## config.mk

```make
export PLATFORM = sky130hd
export DESIGN_NAME = uart_rx
export DESIGN_NICKNAME = d
export VERILOG_FILES = /design/src/rtl/uart_pkg.sv /design/src/rtl/sync_2ff.sv /design/src/rtl/uart_rx.sv
export SDC_FILE = /design/constraint.sdc
export NUM_CORES = 1
export LEC_CHECK = 0
export CAP_MARGIN = 20
export CORE_MARGIN = 4
export CORE_UTILIZATION = 50
export DETAILED_ROUTE_END_ITERATION = 7
export HOLD_SLACK_MARGIN = 0.15
export PLACE_DENSITY = 0.71
export SYNTH_ARGS = -nofsm -noshare
export SYNTH_HDL_FRONTEND = slang
export SYNTH_SLANG_ARGS = --single-unit
```

## constraint.sdc

```tcl
create_clock -name clk_50m -period 2.1 [get_ports clk_50m]
set_input_delay 0.21 -clock clk_50m [delete_from_list [all_inputs] [get_ports clk_50m]]
set_output_delay 0.21 -clock clk_50m [all_outputs]
set_load 0.02 [all_outputs]
```

## src/rtl/uart_pkg.sv

```systemverilog
// Shared UART definitions: default frame timing and receiver state encoding.
package uart_pkg;

  // 50 MHz / 115200 baud; the transmitter and baud logic use the same value.
  localparam int UART_CLKS_PER_BIT = 434;
  localparam int UART_DATA_BITS    = 8;

  typedef enum logic [2:0] {
    IDLE,
    START,
    DATA,
    STOP,
    BREAK
  } uart_rx_state_t;

endpackage

```

## src/rtl/sync_2ff.sv

```systemverilog
// Two-flop synchroniser for asynchronous inputs.
// Latency: 2 cycles. Backpressure: none.
module sync_2ff #(
  parameter int               WIDTH   = 1,
  parameter logic [WIDTH-1:0] RST_VAL = '1
) (
  input  logic             clk_50m,
  input  logic             rst,
  input  logic [WIDTH-1:0] d,
  output logic [WIDTH-1:0] q
);

  logic [WIDTH-1:0] meta;

  always_ff @(posedge clk_50m or posedge rst) begin
    if (rst) begin
      meta <= RST_VAL;
      q    <= RST_VAL;
    end else begin
      meta <= d;
      q    <= meta;
    end
  end

endmodule

```

## src/rtl/uart_rx.sv

```systemverilog
// 8N1 receiver sampling mid-bit from an internal baud counter on clk_50m.
// Latency: valid 2 + HALF + (DATA_BITS+1)*CLKS_PER_BIT + 1 cycles after the start edge.
// Backpressure: single holding register; an unconsumed byte is overwritten and overrun pulses.
module uart_rx
  import uart_pkg::*;
#(
  parameter int CLKS_PER_BIT = UART_CLKS_PER_BIT,
  parameter int DATA_BITS    = UART_DATA_BITS
) (
  input  logic                 clk_50m,
  input  logic                 rst,
  input  logic                 rxd,
  output logic [DATA_BITS-1:0] data,
  output logic                 valid,
  input  logic                 ready,
  output logic                 frame_err,
  output logic                 overrun,
  output logic                 busy
);

  localparam int CW   = $clog2(CLKS_PER_BIT);
  localparam int IW   = (DATA_BITS > 1) ? $clog2(DATA_BITS) : 1;
  localparam int HALF = CLKS_PER_BIT / 2;

  localparam logic [CW-1:0] HALF_LAST = CW'(HALF - 1);
  localparam logic [CW-1:0] BIT_LAST  = CW'(CLKS_PER_BIT - 1);
  localparam logic [IW-1:0] IDX_LAST  = IW'(DATA_BITS - 1);

  uart_rx_state_t       state;
  logic [CW-1:0]        cnt;
  logic [IW-1:0]        bit_idx;
  logic [DATA_BITS-1:0] shreg;
  logic                 rxd_s;

  sync_2ff #(
    .WIDTH   (1),
    .RST_VAL (1'b1)
  ) u_sync (
    .clk_50m (clk_50m),
    .rst     (rst),
    .d       (rxd),
    .q       (rxd_s)
  );

  always_ff @(posedge clk_50m or posedge rst) begin
    if (rst) begin
      state     <= IDLE;
      cnt       <= '0;
      bit_idx   <= '0;
      shreg     <= '0;
      data      <= '0;
      valid     <= 1'b0;
      frame_err <= 1'b0;
      overrun   <= 1'b0;
      busy      <= 1'b0;
    end else begin
      frame_err <= 1'b0;
      overrun   <= 1'b0;
      if (valid && ready) valid <= 1'b0;

      unique case (state)
        IDLE: begin
          cnt <= '0;
          if (!rxd_s) begin
            state <= START;
            busy  <= 1'b1;
          end
        end

        START: begin
          if (cnt == HALF_LAST) begin
            cnt     <= '0;
            bit_idx <= '0;
            // A line that is high again at mid start bit was only a glitch.
            if (rxd_s) begin
              state <= IDLE;
              busy  <= 1'b0;
            end else begin
              state <= DATA;
            end
          end else begin
            cnt <= cnt + CW'(1);
          end
        end

        DATA: begin
          if (cnt == BIT_LAST) begin
            cnt   <= '0;
            shreg <= {rxd_s, shreg[DATA_BITS-1:1]};
            if (bit_idx == IDX_LAST) begin
              bit_idx <= '0;
              state   <= STOP;
            end else begin
              bit_idx <= bit_idx + IW'(1);
            end
          end else begin
            cnt <= cnt + CW'(1);
          end
        end

        STOP: begin
          if (cnt == BIT_LAST) begin
            cnt <= '0;
            if (rxd_s) begin
              data    <= shreg;
              valid   <= 1'b1;
              overrun <= valid && !ready;
              state   <= IDLE;
              busy    <= 1'b0;
            end else begin
              frame_err <= 1'b1;
              state     <= BREAK;
            end
          end else begin
            cnt <= cnt + CW'(1);
          end
        end

        // Hold here while the line stays low so a break is not decoded as 0x00 frames.
        BREAK: begin
          cnt <= '0;
          if (rxd_s) begin
            state <= IDLE;
            busy  <= 1'b0;
          end
        end

        default: begin
          state <= IDLE;
          cnt   <= '0;
          busy  <= 1'b0;
        end
      endcase
    end
  end

endmodule

```

Word level (Yosys, flattened, before mapping)
Index checks and enable logic that the tools add are counted.

$add $sub $neg: 2. Multiply operators: 0. Divide/modulo/power cells: 0. Order comparisons: 0. Eq/ne operators: 13. Shifts and indexed selects: 0. Mux-type cells: 31. Bitwise operators: 1. Reduce and logical (&&, ||, !) cells: 11.

Operators by type and width (count): 2-to-1 mux 3 bit (10); 2-to-1 mux 9 bit (2); case mux 9 bit (2 select lines) (1); case mux 3 bit (5 select lines) (1); 2-to-1 mux 1 bit (14); != test 2 bit, second input constant (5); adder 9 x 1 -> 9 bit, second input constant (1); equality test 9 x 8 -> 1 bit, second input constant (1); equality test 9 bit, second input constant (1); equality test 3 x 2 -> 1 bit, second input constant (2); equality test 3 bit, second input constant (2); case mux 3 bit (2 select lines) (1); AND reduction 3 bit (2); AND reduction 6 bit (1); case mux 1 bit (5 select lines) (1); AND reduction 4 bit (1); adder 3 x 1 -> 3 bit, second input constant (1); equality test 3 x 1 -> 1 bit, second input constant (1); zero test 3 bit (1); logical AND 1 bit (2); 2-to-1 mux 2 bit (1); != test 2 x 1 -> 1 bit, second input constant (1); AND reduction 2 bit (1); nonzero test 2 bit (1); other kinds (3) (3).

Register bits: 37. Latch bits: 0. Memory bits (writable): 0. Bits in read-only memories: 0. Bits of input ports: 4. Output and inout port bits: 12. Logic and storage cells: 69. Memories: 0.

Logic depth before layout (Yosys ltp)
Gate-level depths: netlist of run 1.

Depth after elaboration: 5. Gate-level depth with buffers: 7. Depth with buffers taken out: 6.

By module
Synthesis of run 1 repeated with hierarchy kept, for this count alone.

Cells, all modules: 134. Area total of the unflattened synthesis: 1702.9 um^2.

By module, submodules not included: uart_rx (times used 1, cells each 131, area an instance 1646.6 um^2, seq. area each 875.8 um^2); sync_2ff (times used 1, cells each 3, area an instance 56.3 um^2, seq. area each 52.6 um^2).

Least setup slack after synthesis of run 1
No wires, ideal clock.

Path type: register -> register. From: reg bit_idx[0]. To: reg state[1]. Setup time: 0.128 ns. Arrival time: 1.687 ns. Required time: 1.972 ns. Path slack: 0.285 ns. Cell stages (with the launch flop): 7. Path buffers: 0. Period minus slack after synthesis: 1.815 ns. Cells stage by stage: dfrtp_1 > ha_1 > ha_1 > or3b_2 > o21ai_0 > a221oi_2 > mux2_1.

Word-level cells in the longest chain between the ends: 3.

RTL lines: start, declared (line uart_rx.sv:31) `logic [IW-1:0] bit_idx;`; start signal, assigned (line uart_rx.sv:94) `bit_idx <= bit_idx + IW'(1);`; equality test 3 bit (line uart_rx.sv:90) `if (bit_idx == IDX_LAST) begin`; != test 2 bit (no line); AND reduction 6 bit (no line); end signal, assigned (line uart_rx.sv:92) `state <= STOP;`; end signal, assigned (line uart_rx.sv:108) `state <= IDLE;`; end signal, assigned (line uart_rx.sv:112) `state <= BREAK;`; end, declared (line uart_rx.sv:29) `uart_rx_state_t state;`.

No other way between the ends. A chain may end at the register's enable or synchronous reset.

Final worst setup path of run 1
Ends and elaborated chain as after synthesis.

==> summary.md, run 1 <==
| Metric | Value |
|---|---|
| Status | completed |
| Fraction of layout cells with a size suffix above 1 | between 20% and 30% |
| Slowest stage delay, CP | 0.43 ns |
| Crit path time final | around 1.9 ns |
| Post-synth top flop | dfrtp_1 |
| Clock buffer count from CTS | 5 |
| Total number of vias | 1078 |
| Total grt overflow | 0 |
| Synth Instances | 139 |
| Ys async rst share | 100% |
| Cts repair resizes | 0 |
| DP Wirelength | around 2100 microns |
| Cell area after synthesis | roughly 1800 sq um |
| Post-Synthesis Net Count | 148 |
| Initial antenna violation count | 0 |
| RePlAce Congestion | 0.819 |
| Post-synth top area share | between 40% and 50% |
| Area Growth Syn to Fin | 15.8% |
| Nets | 169 |
| Final ANT Viol Nets | 0 |
| Die Wd | 67.3 microns |
| All-Layer GR Usage | 15.2% |
| Htree depth | 2 |
| Worst-path clk slew | 0.11 ns |
| CP Launch Type | flip-flop |
| Sequential fraction of the synthesis area | between 50 and 60% |
| Input/output buffers | 15 |
| Largest net degree at the start of global routing | 38 |
| Final hold vios | 0 |
| First-pass GRT wire length | around 5000 microns |
| Die Y | 67.3 microns |
| Iteration count of the initial detailed-routing pass | 4 |
| Core Rows | 21 |
| Post-route total power | 1.22 mW |
| CP Capture Type | flip-flop |
| Worst hold slack | 0.260 ns |
| Post-synth top area cell | dfrtp_1 |
| Crit path cell chain | ha_1 > ha_1 > or3b_2 > o21ai_0 > a221oi_2 > mux2_1 |
| Final worst slack | 0.172 ns |
| Drt drc | 0 |
| Final WL | between 2000 and 3000 microns |
| #FFs+latches synth | 37 |
| Unrepaired setup endpoints after global routing | false |
| Leakage | a little under 1 nW |
| Clock Sinks | 37 |
| Slew margin rel. | 70.1% |
| Crit path DAT | between 2 and 2.5 ns |
| CTS tree | yes |
| DRT iter0 DRCs | 29 |
| Slew at the pin with the worst max-slew slack | approximately 0.45 ns |
| Initial core utilization | 52.2% |
| Synth unique cells | 39 |
| Worst vdd ir | slightly below 0.4 mV |
| Total Die Area | 4520 sq um |
| F_max | ~520 MHz |
| CP Buf/Inv Count | 0 |
| Clock skew | 0.0113 ns |
| WP data required | 2.32 ns |
| Root Buffer | clkbuf_4 |
| I/O pin count | 16 |
| Routed wire length per instance | 14.2 microns |
| Final cycle utilization of the critical path | about nine tenths |
| Setup_tns | 0 ns |
| Number of diodes | 0 |
| Crit-path leading delay family | simple AND/OR/NAND/NOR gates |
| Post-synth EDFFs | 0 |
| Number of slew-limit violations in the final report | 0 |
| Hold WC Path Type | in2async |
| Synth warnings | 0 |
| Slowest cell on the critical path | or3b_2 |
| Number of global-route vias before repair | 1099 |
| Max Cap Viol | 0 |
| Clock Path Buffers | 2 |
| Most frequent CP cell | ha_1 |
| R2r setup slk | 0.17 ns |
| Hold Buf Count CTS | 0 |
| Via density | 5.21 |
| Crit-path max FO | 3 |
| Core area | 3360 sq um |
| Most frequent cells in the layout | dfrtp_1 (35), clkdlybuf4s50_1 (15), nor2_1 (14) |
| Number of setup violations in the final report | 0 |
| Worst Path Class, Setup | reg2reg |
| Setup bufs post-CTS | 0 |
| Leading cell type in the layout, fill and taps excluded | dfrtp_1 |
| PwrDens | approximately 600 nW/um^2 |
| Pre-CTS setup slack | 0.180 ns |
| Synth top area cells | dfrtp_1 (50%), mux2_4 (6.8%), mux2_2 (5.1%), ha_1 (3.6%), xnor2_1 (3.5%) |
| Latest clock arrival within the worst-skew pair | 0.34 ns |
| Avg Cell Area, Syn | around 13 sq um |
[routing by layer]
metal	track usage, %	vias up	routed length (microns)
met5	0	-	0
met4	5.82	0	19
met3	6.16	2	113
met2	23.4	21	1470
met1	19.1	531	1330
li1	-	524	-
[tightest hold or removal path: stages]
cell,delay [ns]
clkdlybuf4s50_1,0.40
inv_1,0.05
buf_4,0.39
[final timing paths]
| path | startpoint | endpoint | depth (start not counted) |
|---|---|---|---|
| worst max-delay path | bit_idx[0] | state[1] | 6 |
| worst min-delay path | rst | data[1] | 3 |
| worst max register to register | bit_idx[0] | state[1] | 6 |
| worst min register to register | u_sync.meta | u_sync.q | 0 |
| max in group asynchronous | rst | u_sync.meta | 3 |
| min in group clk_50m | rxd | u_sync.meta | 1 |
[cells by family after synthesis]
kind of cell	Yosys count	synth area share, %
adder cells (fa/ha/maj)	5	3.56
buffers and inverters	13	3.42
AND/OR/NAND/NOR	42	14.7
multiplexers	20	14.5
AO/OA/AOI/OAI	14	6.99
flip-flops	37	52.9
XOR/XNOR	8	3.99
[final cells by class]
class	count	area, sq um
inverters	10	37.5
well taps	46	57.6
flip-flops and latches	37	928
clock inverters	2	35.0
clock buffers	6	41.3
multi-input cells	89	767
repair buffers	17	165
fillers	308	1330
[flip-flops by register name, indices dropped and copies added, names as in the netlist]
name	count
bit_idx	3
busy	1
cnt	9
data	8
frame_err	1
overrun	1
shreg	8
state	3
u_sync.meta	1
u_sync.q	1
valid	1
[Yosys cell counts (2+ instances only)]
master / instances
xnor2_1: 7
nand4_1: 2
mux2_1: 3
inv_1: 10
a21oi_1: 3
o21ai_0: 2
mux2_2: 8
and3_4: 2
nor3_1: 3
and2_1: 2
mux2_4: 8
nand3_1: 4
nor2_1: 14
a211oi_1: 2
and2b_1: 2
ha_1: 5
dfstp_2: 2
nand2_1: 3
dfrtp_1: 35
nor3b_1: 3
[metrics by stage]
stage / area (sq um) / instances / utilization, %
3_5_place_dp: 1960 / 199 / 58.1
3_3_place_gp: 1960 / 199 / 58.1
2_1_floorplan: 1760 / 139 / -
4_1_cts: 2030 / 207 / 60.4
6_report: 2030 / 207 / 60.4
5_1_grt: 2030 / 207 / 60.4
[where the power goes]
part           switching, mW  total (mW)  internal (mW)  leakage, nW
clock                  0.224       0.474          0.250       0.0422
combinational         0.0158      0.0238        0.00804        0.434
sequential           0.00274       0.718          0.716        0.490
total                  0.243        1.22          0.973        0.967
No activity file was read; power rests on OpenSTA's default activity.
==> inputs of run 2 (changes only) <==
--- a/config.mk
+++ b/config.mk
@@ -9,7 +9,7 @@
 export CORE_MARGIN = 4
 export CORE_UTILIZATION = 50
 export DETAILED_ROUTE_END_ITERATION = 7
-export HOLD_SLACK_MARGIN = 0.15
+export HOLD_SLACK_MARGIN = 0.12
 export PLACE_DENSITY = 0.71
 export SYNTH_ARGS = -nofsm -noshare
 export SYNTH_HDL_FRONTEND = slang
==> results of run 2 <==
Final layout, timing and power as in run 1 (identical DEF).
